==> config.mk <==
export PLATFORM = sky130hd
export DESIGN_NAME = mem_port_arbiter
export DESIGN_NICKNAME = d
export VERILOG_FILES = /design/src/rtl/mem_port_arbiter.sv
export SDC_FILE = /design/constraint.sdc
export NUM_CORES = 1
export LEC_CHECK = 0
export BUFFER_PORTS_ARGS = -buffer_cell sky130_fd_sc_hd__clkbuf_2
export CAP_MARGIN = 40
export CELL_PAD_IN_SITES_DETAIL_PLACEMENT = 1
export CELL_PAD_IN_SITES_GLOBAL_PLACEMENT = 1
export CORE_MARGIN = 5
export CORE_UTILIZATION = 19
export CTS_CLUSTER_DIAMETER = 30
export CTS_CLUSTER_SIZE = 8
export DETAILED_ROUTE_END_ITERATION = 12
export HOLD_SLACK_MARGIN = 0.03
export PLACE_DENSITY = 0.79
export SLEW_MARGIN = 25
export SYNTH_ARGS = -nofsm -noshare
export SYNTH_HDL_FRONTEND = slang
export SYNTH_SLANG_ARGS = --single-unit
==> constraint.sdc <==
create_clock -name clk -period 2.1 [get_ports clk]
set_input_delay 0.105 -clock clk [delete_from_list [all_inputs] [get_ports clk]]
set_output_delay 0.105 -clock clk [all_outputs]
set_load 0.005 [all_outputs]
==> src/rtl/mem_port_arbiter.sv <==
// mem_port_arbiter: shares one single-port RAM between fetch and data stages with anti-starvation
module mem_port_arbiter #(
    parameter int ADDR_W   = 8,
    parameter int MAX_WAIT = 4
) (
    input  logic              clk,
    input  logic              reset,
    input  logic              if_req,
    input  logic [31:0]       if_addr,
    output logic              if_gnt,
    output logic              if_rvalid,
    output logic [31:0]       if_rdata,
    input  logic              mem_req,
    input  logic [3:0]        mem_wen,
    input  logic [31:0]       mem_addr,
    input  logic [31:0]       mem_wdata,
    output logic              mem_gnt,
    output logic              mem_rvalid,
    output logic [31:0]       mem_rdata,
    input  logic              cancel,
    output logic [ADDR_W-1:0] ram_addr,
    output logic [3:0]        ram_wen,
    output logic [31:0]       ram_wdata,
    input  logic [31:0]       ram_rdata
);
    typedef enum logic [1:0] {IDLE, RESP_IF, RESP_MEM} owner_t;
    owner_t            resp_owner, resp_next;
    logic [3:0]        wait_cnt, wait_next;
    logic [ADDR_W-1:0] ram_addr_q;
    logic              cancel_d, starve;
    logic              unused_bits;
    assign unused_bits = ^{if_addr[31:ADDR_W+2], if_addr[1:0], mem_addr[31:ADDR_W+2], mem_addr[1:0]};
    // Grant selection, RAM drive, response and starvation next-state
    always_comb begin
        starve     = wait_cnt == 4'(MAX_WAIT);
        if_gnt     = ~reset & ~cancel & if_req & (~mem_req | starve);
        mem_gnt    = ~reset & mem_req & ~if_gnt;
        ram_addr   = if_gnt ? if_addr[ADDR_W+1:2] : mem_gnt ? mem_addr[ADDR_W+1:2] : ram_addr_q;
        ram_wen    = mem_gnt ? mem_wen : 4'b0;
        ram_wdata  = mem_wdata;
        resp_next  = if_gnt ? RESP_IF : (mem_gnt && mem_wen == 4'b0) ? RESP_MEM : IDLE;
        wait_next  = (if_gnt || cancel) ? 4'd0 : (if_req && !starve) ? wait_cnt + 4'd1 : wait_cnt;
        if_rvalid  = ~reset & (resp_owner == RESP_IF) & ~cancel_d;
        mem_rvalid = ~reset & (resp_owner == RESP_MEM);
        if_rdata   = ram_rdata;
        mem_rdata  = ram_rdata;
    end
    // State registers: response owner, wait counter, held address, cancel at grant edge
    always_ff @(posedge clk) begin
        if (reset) begin
            resp_owner <= IDLE;
            wait_cnt   <= 4'd0;
            ram_addr_q <= '0;
            cancel_d   <= 1'b0;
        end else begin
            resp_owner <= resp_next;
            wait_cnt   <= wait_next;
            ram_addr_q <= ram_addr;
            cancel_d   <= cancel;
        end
    end
endmodule
==> flow_summary_export.csv <==
group,metric,value,unit
status,status,"completed",
worst_setup_path,cp_max_fo,9,
worst_setup_path,arrival,1.92,ns
flow_run,drv_cap,0,
drt,drt_iter0_markers,54,
timing,fmax,0.493,GHz
drt,vias,1139,
cts,cts_tree,"yes",
worst_setup_path,r2r_end,"ram_addr_q[5]",
drt,ant_nets,0,
final_layout,nets,300,
synth,synth.distinct_cells,34,
timing,setup_viol,0,
power_and_ir_drop,ir_drop,0.152,mV
timing,final.setup.tns,0,ns
power_and_ir_drop,power.share.clock,0.337,
synth,ys_top_cells_by_area,"buf_4 42%, dfxtp_1 17%, inv_1 5.7%, o221a_2 5.1%, a222oi_1 4.5%",
power_and_ir_drop,comb_power_share,0.244,
cts,clock_sink_count,15,
timing,tightest_slew,0.457,ns
floorplan,die_h,107,microns
worst_setup_path,start_kind,"register",
global_routing,globalRouteOverflowTotal,0,
worst_setup_path,reg2reg_from,"wait_cnt[0]",
power_and_ir_drop,seq_power_share,0.418,
synth,yosysSeqAreaShare,0.169,
worst_setup_path,crit_required,2.00,ns
final_layout,syn2layout_area_growth,-18.7,%
cts,clkTransAtPathRegs,0.07,ns
floorplan,fp-row-count,35,
global_routing,grt_pass1_vias,1276,
worst_hold_path,hold_class,"input port to register",
floorplan,core_area,9200,sq um
floorplan,die_w,107,microns
timing,timing.final.crit_share,0.965,
cts,clockRootBuffer,"clkbuf_8",
drt,routed_wl,4100,microns
timing,period_minus_slack,2.03,ns
power_and_ir_drop,p_per_area,504,nW/um^2
final_layout,insertedDiodeCount,0,
synth,synth.top_cells.by_count,"99 x buf_4, 27 x inv_1, 15 x dfxtp_1",
worst_setup_path,worstSetupEndpointType,"output pin",
synth,synth_edf_count,0,
worst_setup_path,ff2ff_path_depth,6,
global_routing,grt_max_degree,17,
global_routing,grt_pass1_wl,6280,microns
worst_setup_path,critPathMaxStageDelay,0.37,ns
timing,rsz0062_at_grt,"true",
worst_hold_path,min_to,"ram_addr_q[0]",
worst_hold_path,hp-start,"if_addr[2]",
power_and_ir_drop,sw_frac_of_total,0.293,
floorplan,ioPinCount,249,
drt,viasPerCell,4.20,
global_routing,antenna_found_initial,0,
synth,synth_top_cell_area_share,0.418,
timing,hold_violations,0,
drt,dr.pass1.iters,4,
synth,yosysMostFrequentCell,"buf_4",
final_layout,drive_gt1_frac,0.438,
worst_setup_path,cp_cell_sequence,"inv_1, ha_1, nand3b_2, a211oi_4, buf_12, a222oi_1, clkbuf_2",
synth,yosys.area.top_type,"buf_4",
power_and_ir_drop,p_total,0.729,mW
synth,synthCells,213,
worst_setup_path,slowest_stage,"dfxtp_1",
place,io_buffers,40,
cts,cts_max_path_buffers,2,
cts,cts_resized,0,
synth,synth_nets,352,
synth,synth-main-ff-cell,"dfxtp_1",
timing,slew_headroom,0.694,
power_and_ir_drop,p_sw,0.214,mW
synth,synth-seq-cells,15,
timing,drv_slew,0,
final_layout,final.fill_count,1089,
timing,fin_skew,0.00301,ns
drt,drc,0,
global_routing,track_usage,0.0719,
worst_setup_path,crit_type,"register to output pin",
place,routabilityCongestion,0.727,
place,dp_hpwl,3200,microns
cts,htree_levels,1,
floorplan,start_util,0.193,
power_and_ir_drop,p_int,0.515,mW
worst_setup_path,r2r_slack,0.36,ns
cts,ctsHoldBuffers,0,
synth,synthArstFlopShare,0,
cts,numCtsBuffers,3,
worst_hold_path,holdPathStages,2,
floorplan,die_area,11400,sq um
synth,synth.cell_area,1780,sq um
synth,ys_warn_count,0,
cts,clkLatencyLatePin,0.25,ns
power_and_ir_drop,power_leakage,0.648,nW
synth,syn_avg_cell_area,8.34,sq um
drt,wire_per_inst,15.1,microns
[routing by layer]
| layer | GRT usage | part of all wire | vias up | routed length (microns) |
|---|---|---|---|---|
| met5 | 0 | 0 | - | 0 |
| met4 | 0.0612 | 0.047 | 0 | 194 |
| met3 | 0.0277 | 0.093 | 38 | 379 |
| met2 | 0.128 | 0.52 | 42 | 2120 |
| met1 | 0.0632 | 0.34 | 546 | 1410 |
| li1 | - | - | 513 | - |
[what timing repair did]
item	4_1_cts	5_1_grt
setup endpoints to repair	13	12
setup buffers	2	1
pin swaps	1	3
[power groups by stage]
stage,Sequential (mW),Clock (mW),Combinational (mW)
global placement,0.311,0,0.167
CTS,0.305,0.253,0.179
global route,0.307,0.262,0.196
floorplan,0.310,0,0.253
detailed placement,0.311,0,0.176
finish,0.305,0.246,0.178
[final cells by class]
cell class              instances  area, sq um  area share
clock buffers                   3         41.3      0.0286
clock inverters                 1         5.00     0.00346
inverters                      27          101      0.0701
multi-input cells              68          601       0.416
flip-flops and latches         15          300       0.208
well taps                     111          139      0.0961
repair buffers                 46          258       0.178
[worst max-delay path, delay by kind of cell, from the launching register on]
family | cells | cell delay (ns)
AO/OA/AOI/OAI | 2 | 0.44
buffers and inverters | 3 | 0.43
flip-flops | 1 | 0.37
adder cells (fa/ha/maj) | 1 | 0.23
AND/OR/NAND/NOR | 1 | 0.19
[kinds of logic after synthesis]
group / count (synthesis) / synth area share
AOI/OAI and AO/OA: 33 / 0.170
adders and majority gates: 2 / 0.0141
buffers and inverters: 130 / 0.493
DFF: 15 / 0.169
muxes: 8 / 0.0451
and+or+nand+nor: 25 / 0.108
[per-stage QoR]
step / hold slack (ns) / setup WS (ns) / instance area [sq um] / std cells / utilization
4_1_cts: 0.140 / 0.0198 / 1430 / 270 / 0.155
3_5_place_dp: 0.210 / 0.117 / 1360 / 264 / 0.148
3_3_place_gp: 0.210 / 0.171 / 1360 / 264 / 0.148
5_1_grt: 0.143 / -0.00359 / 1450 / 271 / 0.157
6_report: 0.142 / 0.0726 / 1450 / 271 / 0.157
2_1_floorplan: 0.233 / 0.609 / 1780 / 213 / -
[flip-flops by register name, summed over array words and instances, names as in the netlist]
name and count:
cancel_d 1, ram_addr_q 8, resp_owner 2, wait_cnt 4
[worst max path at each step]
stage / slack [ns] / to / from
global route: -0.004 / ram_wen[2] / wait_cnt[0]
detailed placement: 0.12 / ram_wen[2] / wait_cnt[0]
floorplan: 0.61 / ram_wen[0] / wait_cnt[0]
global placement: 0.17 / ram_wen[2] / wait_cnt[0]
finish: 0.07 / ram_addr[2] / wait_cnt[0]
CTS: 0.02 / ram_addr[2] / wait_cnt[0]
[cell usage in the layout (no fill, tap or decap), types with 3 or more instances in the layout]
| cell | count |
|---|---|
| and2_2 | 4 |
| nand4_1 | 3 |
| a21oi_1 | 10 |
| clkbuf_2 | 40 |
| clkbuf_8 | 3 |
| buf_4 | 5 |
| mux2i_1 | 8 |
| a222oi_1 | 8 |
| o221a_2 | 8 |
| inv_1 | 27 |
| dfxtp_1 | 15 |
No activity file was read; power rests on OpenSTA's default activity.
